==> src/rtl/pipeline_pkg.sv <==
// rtl/pipeline_pkg.sv - FSM state encoding and hazard control bundle shared by pipeline_ctrl
package pipeline_pkg;

  localparam logic [1:0] ST_IDLE   = 2'd0;
  localparam logic [1:0] ST_RUN    = 2'd1;
  localparam logic [1:0] ST_STEP   = 2'd2;
  localparam logic [1:0] ST_HALTED = 2'd3;

  typedef struct packed {
    logic pc_we;
    logic ifid_we;
    logic id_stall;
    logic ifid_flush;
    logic idex_flush;
  } haz_ctrl_t;

  // Pipeline frozen: nothing written, ID held, nothing flushed.
  localparam haz_ctrl_t HAZ_FROZEN   = '{pc_we: 1'b0, ifid_we: 1'b0, id_stall: 1'b1, ifid_flush: 1'b0, idex_flush: 1'b0};
  localparam haz_ctrl_t HAZ_REDIRECT = '{pc_we: 1'b1, ifid_we: 1'b1, id_stall: 1'b0, ifid_flush: 1'b1, idex_flush: 1'b1};
  localparam haz_ctrl_t HAZ_LOAD_USE = '{pc_we: 1'b0, ifid_we: 1'b0, id_stall: 1'b1, ifid_flush: 1'b0, idex_flush: 1'b1};
  localparam haz_ctrl_t HAZ_ADVANCE  = '{pc_we: 1'b1, ifid_we: 1'b1, id_stall: 1'b0, ifid_flush: 1'b0, idex_flush: 1'b0};

endpackage

==> src/rtl/hazard_detect.sv <==
// rtl/hazard_detect.sv - combinational load-use and branch/jump redirect detection
module hazard_detect
  import pipeline_pkg::*;
#(
  parameter int NB_ADDR = 5
) (
  input  logic               pipe_en,
  input  logic [NB_ADDR-1:0] id_rs,
  input  logic [NB_ADDR-1:0] id_rt,
  input  logic [NB_ADDR-1:0] ex_rt,
  input  logic               ex_mem_read,
  input  logic               branch_taken,
  input  logic               jump,
  output haz_ctrl_t          ctrl
);

  logic load_use;
  logic redirect;

  // Register 0 is hardwired, so a load targeting it never creates a dependency.
  assign load_use = ex_mem_read && (ex_rt != '0) && ((ex_rt == id_rs) || (ex_rt == id_rt));
  assign redirect = branch_taken || jump;

  always_comb begin
    ctrl = HAZ_FROZEN;
    if (pipe_en) begin
      if (redirect) begin
        ctrl = HAZ_REDIRECT;
      end else if (load_use) begin
        ctrl = HAZ_LOAD_USE;
      end else begin
        ctrl = HAZ_ADVANCE;
      end
    end
  end

endmodule

==> src/rtl/pipeline_ctrl.sv <==
// rtl/pipeline_ctrl.sv - run/step/halt pipeline control FSM; step mode built only with PIPELINE_CTRL_STEP_EN
module pipeline_ctrl
  import pipeline_pkg::*;
#(
  parameter int NB_ADDR = 5,
  parameter int NB_CNT  = 32
) (
  input  logic               clk,
  input  logic               i_rst_n,
  input  logic [NB_ADDR-1:0] i_id_rs,
  input  logic [NB_ADDR-1:0] i_id_rt,
  input  logic [NB_ADDR-1:0] i_ex_rt,
  input  logic               i_ex_memRead,
  input  logic               i_branch_taken,
  input  logic               i_jump,
  input  logic               i_halt_wb,
  input  logic               i_dbg_start,
  input  logic               i_dbg_mode,
  input  logic               i_dbg_step,
  output logic               o_pipe_en,
  output logic               o_pc_we,
  output logic               o_ifid_we,
  output logic               o_id_stall,
  output logic               o_ifid_flush,
  output logic               o_idex_flush,
  output logic               o_done,
  output logic [1:0]         o_state,
  output logic [NB_CNT-1:0]  o_cycle_cnt
);

  logic [1:0]        state;
  logic [1:0]        state_nxt;
  logic [1:0]        start_target;
  logic              pipe_en;
  logic [NB_CNT-1:0] cycle_cnt;
  haz_ctrl_t         ctrl;

`ifdef PIPELINE_CTRL_STEP_EN
  logic step_q;

  // A step pulse opens exactly the following cycle; consecutive pulses chain naturally.
  always_ff @(posedge clk or negedge i_rst_n) begin
    if (!i_rst_n) begin
      step_q <= 1'b0;
    end else begin
      step_q <= (state == ST_STEP) && i_dbg_step;
    end
  end

  assign pipe_en      = (state == ST_RUN) || ((state == ST_STEP) && step_q);
  assign start_target = i_dbg_mode ? ST_STEP : ST_RUN;
`else
  logic unused_dbg;

  assign unused_dbg   = i_dbg_mode ^ i_dbg_step;
  assign pipe_en      = (state == ST_RUN);
  assign start_target = ST_RUN;
`endif

  always_comb begin
    state_nxt = state;
    case (state)
      ST_IDLE: begin
        if (i_dbg_start) begin
          state_nxt = start_target;
        end
      end
      ST_RUN, ST_STEP: begin
        if (pipe_en && i_halt_wb) begin
          state_nxt = ST_HALTED;
        end
      end
      default: state_nxt = state;
    endcase
  end

  always_ff @(posedge clk or negedge i_rst_n) begin
    if (!i_rst_n) begin
      state <= ST_IDLE;
    end else begin
      state <= state_nxt;
    end
  end

  always_ff @(posedge clk or negedge i_rst_n) begin
    if (!i_rst_n) begin
      cycle_cnt <= '0;
    end else if (pipe_en && (cycle_cnt != '1)) begin
      cycle_cnt <= cycle_cnt + {{(NB_CNT-1){1'b0}}, 1'b1};
    end
  end

  hazard_detect #(
    .NB_ADDR(NB_ADDR)
  ) u_hazard_detect (
    .pipe_en     (pipe_en),
    .id_rs       (i_id_rs),
    .id_rt       (i_id_rt),
    .ex_rt       (i_ex_rt),
    .ex_mem_read (i_ex_memRead),
    .branch_taken(i_branch_taken),
    .jump        (i_jump),
    .ctrl        (ctrl)
  );

  assign o_pipe_en    = pipe_en;
  assign o_pc_we      = ctrl.pc_we;
  assign o_ifid_we    = ctrl.ifid_we;
  assign o_id_stall   = ctrl.id_stall;
  assign o_ifid_flush = ctrl.ifid_flush;
  assign o_idex_flush = ctrl.idex_flush;
  assign o_done       = (state == ST_HALTED);
  assign o_state      = state;
  assign o_cycle_cnt  = cycle_cnt;

endmodule

==> config.mk <==
export PLATFORM = sky130hd
export DESIGN_NAME = pipeline_ctrl
export DESIGN_NICKNAME = d
export VERILOG_FILES = /design/src/rtl/pipeline_pkg.sv /design/src/rtl/hazard_detect.sv /design/src/rtl/pipeline_ctrl.sv
export SDC_FILE = /design/constraint.sdc
export NUM_CORES = 1
export LEC_CHECK = 0
export CORE_UTILIZATION = 41
export DETAILED_ROUTE_END_ITERATION = 7
export PLACE_DENSITY = 0.88
export SLEW_MARGIN = 20
export SYNTH_ARGS = -nofsm -noshare
export SYNTH_HDL_FRONTEND = slang
export SYNTH_SLANG_ARGS = --single-unit
==> constraint.sdc <==
create_clock -name clk -period 1.9 [get_ports clk]
set_input_delay 0.38 -clock clk [delete_from_list [all_inputs] [get_ports clk]]
set_output_delay 0.38 -clock clk [all_outputs]
set_load 0.02 [all_outputs]
---- Word level (Yosys, flattened, before mapping) ----
Cells that the tools add are included.
word-level totals
  output and inout port bits .............. 41
  register bits ........................... 34
cells by class
  $add $sub $neg .......................... 1
  equality and inequality tests ........... 8
  muxes and demuxes ....................... 6
  reduce and logical (&&, ||, !) cells .... 11
operators with widths
  cell                                                                    count
  32-bit by 1-bit adder with 32-bit output (second input constant)        1
  32-bit != test (second input constant)                                  1
  5-bit two-way mux                                                       3
  5-bit equality test                                                     2
  5-bit nonzero test                                                      1
  2-bit equality test (second input constant)                             2
  1-bit logical AND                                                       4
  2-bit two-way mux                                                       2
  2-bit != test (second input constant)                                   2
  2-bit one-hot mux with 2 select lines                                   1
  3-bit AND reduction                                                     1
  2-bit by 1-bit equality test with 1-bit output (second input constant)  1
  2-bit zero test                                                         1
  1-bit logical OR                                                        2
  2-bit nonzero test                                                      1
  2-bit OR reduction                                                      1

---- Logic depth before layout (Yosys ltp) ----
Gate-level depths: netlist of the first run.
  depth in word-level cells ............... 6
  gate-level depth with buffers ........... 8
  mapped depth without buffers ............ 7

---- By module ----
From an unflattened synthesis of the first run, not the netlist that was laid out.
second synthesis, totals
  cells, all modules ...................... 186
  area total of the unflattened synthesis .. 1970.6 sq um
by module, submodules not included
  module         times used  area an instance (sq um)  cells each
  pipeline_ctrl  1           1791.7                    163
  hazard_detect  1           178.9                     23

---- Worst setup path before layout of the first run ----
No wires, ideal clock.
  kind .................................... register to output
  start ................................... register state[1] (netlist: o_state[1])
  end ..................................... output o_pc_we
  cell stages (with the launch flop) ...... 7
  path buffers ............................ 2
  path slack .............................. -0.417 ns
  arrival time ............................ 1.937 ns
  cells stage by stage .................... dfrtp_1 -> inv_1 -> ha_1 -> buf_2 -> inv_1 -> o21ai_0 -> buf_4
on the way
  longest elaborated chain between the ends .. 2
ends and longest elaborated chain
  element                                         line                 source
  start: declaration                              pipeline_ctrl.sv:31  logic [1:0] state;
  start signal: assignment                        pipeline_ctrl.sv:81  state <= state_nxt;
  2-bit by 1-bit equality test with 1-bit output  pipeline_ctrl.sv:56  assign pipe_en = (state == ST_RUN);
  via o_pipe_en                                   pipeline_ctrl.sv:20  output logic o_pipe_en,
  5-bit two-way mux                               hazard_detect.sv:26  if (pipe_en) begin
  end: declaration                                pipeline_ctrl.sv:21  output logic o_pc_we,
The timed path passes the listed nets, and every way through them passes these cells.

---- Final worst setup path of the first run ----
  start ................................... input i_ex_rt[0]
  end ..................................... output o_idex_flush
on the way
  longest elaborated chain between the ends .. 6
  elaborated cells on any way between the ends .. 9
  classes of those cells .................. 2 x eq/ne; 3 x mux; 4 x reduce/logical
ends and longest elaborated chain
  element                                                           line                 source
  start: declaration                                                pipeline_ctrl.sv:12  input logic [NB_ADDR-1:0] i_ex_rt,
  5-bit equality test / 5-bit nonzero test (equally long branches)  hazard_detect.sv:21  assign load_use = ex_mem_read && (ex_rt != '0) && ((ex_rt == id_rs) || (ex_rt == id_rt));
  1-bit logical OR / 1-bit logical AND (equally long branches)      hazard_detect.sv:21
  1-bit logical AND (*)                                             hazard_detect.sv:21
  5-bit two-way mux (*)                                             hazard_detect.sv:29  end else if (load_use) begin
  5-bit two-way mux (*)                                             hazard_detect.sv:27  if (redirect) begin
  5-bit two-way mux (*)                                             hazard_detect.sv:26
  end: declaration                                                  pipeline_ctrl.sv:25  output logic o_idex_flush,
Every way passes the cells marked *; elsewhere a longest branch is shown, timed or not.

==> impl_metrics.yaml, run 1 <==
run_status:
  outcome: "finished, violations left"
  failed_checks: "DRC, setup timing"
detailed_routing:
  first_iter_violations: 178
  detail-route-antenna-nets: 0
  vias: 1927
  wirelength_um: 5590
  drt_first_pass_iters: 7
  routed_via_density: 5.65
  route.detailed.drc: 2
  wl_per_cell_um: 16.4
floorplanning:
  die_area_um2: 5040
  core_area_um2: 4470
  row_count: 24
  die_w_um: 71.0
  die_y_um: 71.0
  start_util_pct: 43.6
  num_io_pins: 65
grt:
  antenna_found_initial: 0
  overflow: 0
  grt_pass1_vias: 1923
  grt.busiest_layer: "met2"
  grt_max_degree: 35
  grt_util_met2_pct: 37.5
  grt_use_met1_pct: 27.7
  grt_pass1_wl_um: 8890
  grt_usage_pct: 22.9
  met3_usage_pct: 6.13
pwr:
  power.density_nw_per_um2: 729
  internal_power_uw: 1480
  leakage_uw: 0.00135
  power_switching_uw: 719
  ir_worst_vdd_mv: 0.529
  p_sw_share_pct: 32.7
  total_power_uw: 2200
  power_frac_comb_pct: 35.2
  p_clk_share_pct: 24.9
  seqPwrFrac_pct: 39.9
sta:
  max_freq_mhz: 521
  skew_ns: 0.00871
  hold_violations: 0
  fin_crit_ns: 1.92
  rsz0062_at_grt: "true"
  finalCritPeriodShare_pct: 101
  finalWorstSetupSlack_ns: -0.0185
  setup_viol: 4
  tightest_slew_ns: 0.449
  fin_tns_setup_ns: -0.0276
  slew_headroom_pct: 70.1
  slew_violations: 0
setup_path:
  worst_setup_path_start_kind: "input port"
  cp.arrival_ns: 1.54
  crit_end: "o_idex_flush"
  crit_start: "i_ex_rt[0]"
  r2r_start: "o_cycle_cnt[0]"
  cp-end-kind: "output pin"
  r2r_cells: 8
  worst-path-max-fanout: 3
  r2r_end: "o_cycle_cnt[31]"
  worst_ep_required_time_ns: 1.52
  critPathKind: "in -> out"
  rrSetupSlack_ns: 0.07
final_layout:
  area_growth_pct: 54.5
  nNetsFinal: 316
  drive_gt1_share_pct: 25.3
  fill_cells: 310
  n_antenna_cell: 0
  fin_util_pct: 67.4
synthesis:
  syn-num-nets: 218
  netlist_area_um2: 1950
  synth_top_area_share_pct: 43.6
  yosys_most_used_dff: "dfrtp_1"
  yosys_register_bits: 34
  synth.area.top_cells: "dfrtp_1 44%, xnor2_1 13%, nand4_1 4.5%"
  yosys.cell_types.count: 38
  synth_top_area_cell: "dfrtp_1"
  syn_area_per_cell_um2: 10.3
  yosysWarnings: 0
  netlist_instances: 190
  async_reset_ff_share_pct: 100
  ys_seq_area_share_pct: 43.6
  synth_edf_count: 0
placed_design:
  io_buffers: 62
  routabilityCongestion: 0.886
  hpwl_um: 4070
clocking:
  clock_latency_ns: 0.28
  cts_buffer_depth: 2
  clk_pin_slew_ns: 0.07
  cts_tree: "built"
  cts_buffers: 5
  cts_sinks: 34
  cts-root-buf: "clkbuf_8"
  htreeDepth: 2
flow_run:
  max_cap_viol_count: 0
min_path:
  min_path_type: "reg -> reg"
==> metal layers <==
| layer | part of all wire (%) | vias up |
|---|---|---|
| met1 | 41 | 939 |
| met5 | 0 | - |
| li1 | - | 881 |
| met3 | 5.9 | 23 |
| met2 | 50 | 84 |
| met4 | 3.6 | 0 |
==> synthesized netlist by cell type (2+ instances only) <==
cell / n
a21oi_1: 5
and2_1: 3
and3_1: 10
and4_1: 7
buf_2: 2
dfrtp_1: 34
ha_1: 4
inv_1: 6
mux2i_1: 2
nand2_1: 14
nand3_1: 15
nand4_1: 14
nand4b_1: 2
nor2_1: 6
nor3_1: 4
o21ai_0: 4
xnor2_1: 29
xor2_1: 9
==> cell type report <==
class	instances	area, um^2	share of cell area (%)
Sequential cell	34	853	28.3
Clock buffer	7	86.3	2.86
Inverter	6	22.5	0.747
Multi-Input combinational cell	146	1120	37.1
Tap cell	52	65.1	2.16
Clock inverter	1	5.00	0.166
Timing Repair Buffer	95	866	28.7
==> sequential cells by signal (all words and copies together) (netlist names) <==
name         flops
o_state          2
o_cycle_cnt     32
==> layout by cell type, fill, tap and decap left out, types with 3 or more instances in the layout <==
| cell type | n |
|---|---|
| xor2_1 | 9 |
| buf_4 | 31 |
| nand3_1 | 14 |
| xnor2_1 | 29 |
| and3_1 | 10 |
| nand2_1 | 14 |
| dfrtp_1 | 32 |
| clkdlybuf4s15_1 | 3 |
| a21oi_1 | 4 |
| buf_2 | 3 |
| nor2_1 | 6 |
| clkbuf_8 | 6 |
| inv_1 | 5 |
| buf_6 | 7 |
| and2_1 | 4 |
| dlygate4sd2_1 | 6 |
| and4_1 | 6 |
| nand4_1 | 14 |
| nor3_1 | 4 |
| clkdlybuf4s50_1 | 40 |
==> what timing repair did <==
| item | 4_1_cts | 5_1_grt |
|---|---|---|
| gates resized for setup | 75 | 10 |
| endpoints found under the setup margin | 11 | 19 |
| pin swaps | 18 | 15 |
| buffers inserted | 2 | 3 |
| hold buffers | 0 | 0 |
==> power groups by stage <==
stage	combinational (uW)	sequential [uW]	clock [uW]
floorplan	278	954	0
global placement	704	874	0
detailed placement	726	878	0
CTS	728	866	555
global route	819	888	588
finish	774	877	546
==> worst min path at each step <==
stage | startpoint | endpoint | cells past startpoint
floorplan | i_rst_n | o_cycle_cnt[0] | 0
global placement | o_cycle_cnt[8] | o_cycle_cnt[8] | 1
detailed placement | o_cycle_cnt[0] | o_cycle_cnt[0] | 1
CTS | o_cycle_cnt[8] | o_cycle_cnt[8] | 1
global route | o_cycle_cnt[8] | o_cycle_cnt[8] | 1
finish | o_cycle_cnt[8] | o_cycle_cnt[8] | 1
==> worst max-delay path, cell delays in order <==
cell and delay (ns):
buf_6 0.09, or4_4 0.53, o21ai_2 0.14, a21oi_2 0.07, a21o_1 0.19, buf_6 0.13
==> cell families after synthesis <==
group	share of synthesized area (%)
flip-flops	43.6
adder cells (fa/ha/maj)	2.56
AND/OR/NAND/NOR	27.9
multiplexers	2.18
AO/OA/AOI/OAI	4.42
XOR/XNOR	17.1
buffers and inverters	2.31
==> through the flow <==
step	worst slack (ns)	instance area, um^2	cells	hold slack (ns)
final	-0.0185	3020	341	0.492
after CTS	-0.0482	2970	338	0.495
after floorplan	-0.0391	1980	190	0.0844
after detailed placement	-0.951	2850	328	0.486
after global placement	-0.819	2850	328	0.477
after global routing	-0.0476	3020	341	0.514
Note: power is estimated with default switching activity, not from simulation.
==> run 2: changes to the inputs <==
CAP_MARGIN = 0   (was default)
==> results of run 2 <==
Same layout as run 1: the final DEF is identical, and so are final timing and power.
==> run 3: changes to the inputs <==
CTS_CLUSTER_SIZE = 20   (was default)
SKIP_CTS_REPAIR_TIMING = 1   (was default)
==> impl_metrics.yaml, run 3 (synthesized netlist as in run 1, its figures left out) <==
pwr:
  p_clk_share_pct: 24.6
  seqPwrFrac_pct: 39.6
  p_sw_share_pct: 32.6
  power_switching_uw: 721
  total_power_uw: 2210
  internal_power_uw: 1490
  leakage_uw: 0.00146
  power.density_nw_per_um2: 723
  ir_worst_vdd_mv: 0.555
  power_frac_comb_pct: 35.7
detailed_routing:
  first_iter_violations: 147
  wirelength_um: 5660
  routed_via_density: 5.49
  route.detailed.drc: 2
  drt_first_pass_iters: 7
  wl_per_cell_um: 16.7
  detail-route-antenna-nets: 0
  vias: 1866
grt:
  antenna_found_initial: 0
  grt_pass1_wl_um: 8860
  grt_usage_pct: 22.7
  overflow: 0
  grt_max_degree: 35
  grt_pass1_vias: 1907
sta:
  hold_violations: 0
  fin_crit_ns: 1.94
  rsz0062_at_grt: "true"
  skew_ns: 0.00694
  tightest_slew_ns: 0.439
  finalCritPeriodShare_pct: 102
  hold_slack_ns: 0.494
  max_freq_mhz: 514
  finalWorstSetupSlack_ns: -0.0449
  setup_viol: 4
  slew_headroom_pct: 70.7
  slew_violations: 0
placed_design:
  routabilityCongestion: 0.886
  place.detailed.instances: 328
  dp_slack_ns: -0.951
  dpl_cell_area_um2: 2850
  io_buffers: 62
  hpwl_um: 4070
floorplanning:
  start_util_pct: 43.6
  die_w_um: 71.0
  die_y_um: 71.0
  num_io_pins: 65
  row_count: 24
  core_area_um2: 4470
  die_area_um2: 5040
clocking:
  cts-root-buf: "clkbuf_8"
  cts_buffers: 5
  cts_tree: "built"
  clock_latency_ns: 0.29
  cts_buffer_depth: 2
  cts_sinks: 34
  htreeDepth: 2
  clk_pin_slew_ns: 0.07
setup_path:
  worst_ep_required_time_ns: 1.52
  worst_setup_path_start_kind: "input port"
  rrSetupSlack_ns: 0.04
  worst-path-max-fanout: 3
  critPathKind: "in -> out"
  cp.arrival_ns: 1.56
  cp-end-kind: "output pin"
run_status:
  outcome: "finished, violations left"
  failed_checks: "DRC, setup timing"
final_layout:
  layoutNonFillerInstCount: 340
  drive_gt1_share_pct: 24.7
  most-common-layout-cells: "40 x clkdlybuf4s50_1, 32 x dfrtp_1, 30 x buf_4"
  area_growth_pct: 57.0
  nNetsFinal: 315
  layout_commonest_cell: "clkdlybuf4s50_1"
  final_area_um2: 3060
  n_antenna_cell: 0
  largest_reg_flops: 32
min_path:
  min_path_type: "reg -> reg"
flow_run:
  max_cap_viol_count: 0
## run 3: cell types whose count changed in the layout (fill, tap and decap cells not counted), moves of 2 or more
| cell | delta |
|---|---|
| buf_2 | -2 |
| clkdlybuf4s15_1 | -3 |
| dlygate4sd2_1 | -6 |
| dlymetal6s2s_1 | +13 |
| xor2_1 | -2 |
| xor2_2 | +2 |
## run 3: through the flow
step	util (%)	setup TNS [ns]
6_report	68.5	-0.108
5_1_grt	68.5	-0.426
4_1_cts	65.8	-4.48
2_1_floorplan	-	-0.0391
3_3_place_gp	63.8	-3.39
3_5_place_dp	63.8	-4.05
## run 3: critical path, cell delays in order
cell,delay (ns)
buf_8,0.10
or4_4,0.54
o21ai_2,0.16
a21oi_2,0.06
o21a_1,0.20
buf_6,0.13
## run 3: power by group through the flow
stage	registers, uW	clock network (uW)	logic, uW
floorplan	954	0	278
finish	878	546	791
global placement	874	0	704
detailed placement	878	0	726
global route	886	593	837
CTS	866	555	732
## run 3: per-layer routing
metal,share of wire [%],track usage [%]
met2,51,37.8
met5,0,0
met1,42,27.2
met3,4.7,6.55
met4,1.4,10.2
## run 3: worst paths after layout
check | from | end | cells past startpoint
worst max-delay path | i_ex_rt[2] | o_id_stall | 6
worst min-delay path | o_cycle_cnt[8] | o_cycle_cnt[8] | 1
worst max register to register | o_cycle_cnt[0] | o_cycle_cnt[11] | 7
worst min register to register | o_cycle_cnt[8] | o_cycle_cnt[8] | 1
max in group asynchronous | i_rst_n | o_cycle_cnt[0] | 2
min in group asynchronous | i_rst_n | o_cycle_cnt[26] | 2
## run 3: layout make-up
| cell class | instances | area (um^2) |
|---|---|---|
| Fill cell | 295 | 1410 |
| Clock inverter | 1 | 5.00 |
| Inverter | 6 | 22.5 |
| Sequential cell | 34 | 853 |
| Timing Repair Buffer | 94 | 897 |
| Clock buffer | 7 | 86.3 |
| Tap cell | 52 | 65.1 |
| Multi-Input combinational cell | 146 | 1130 |
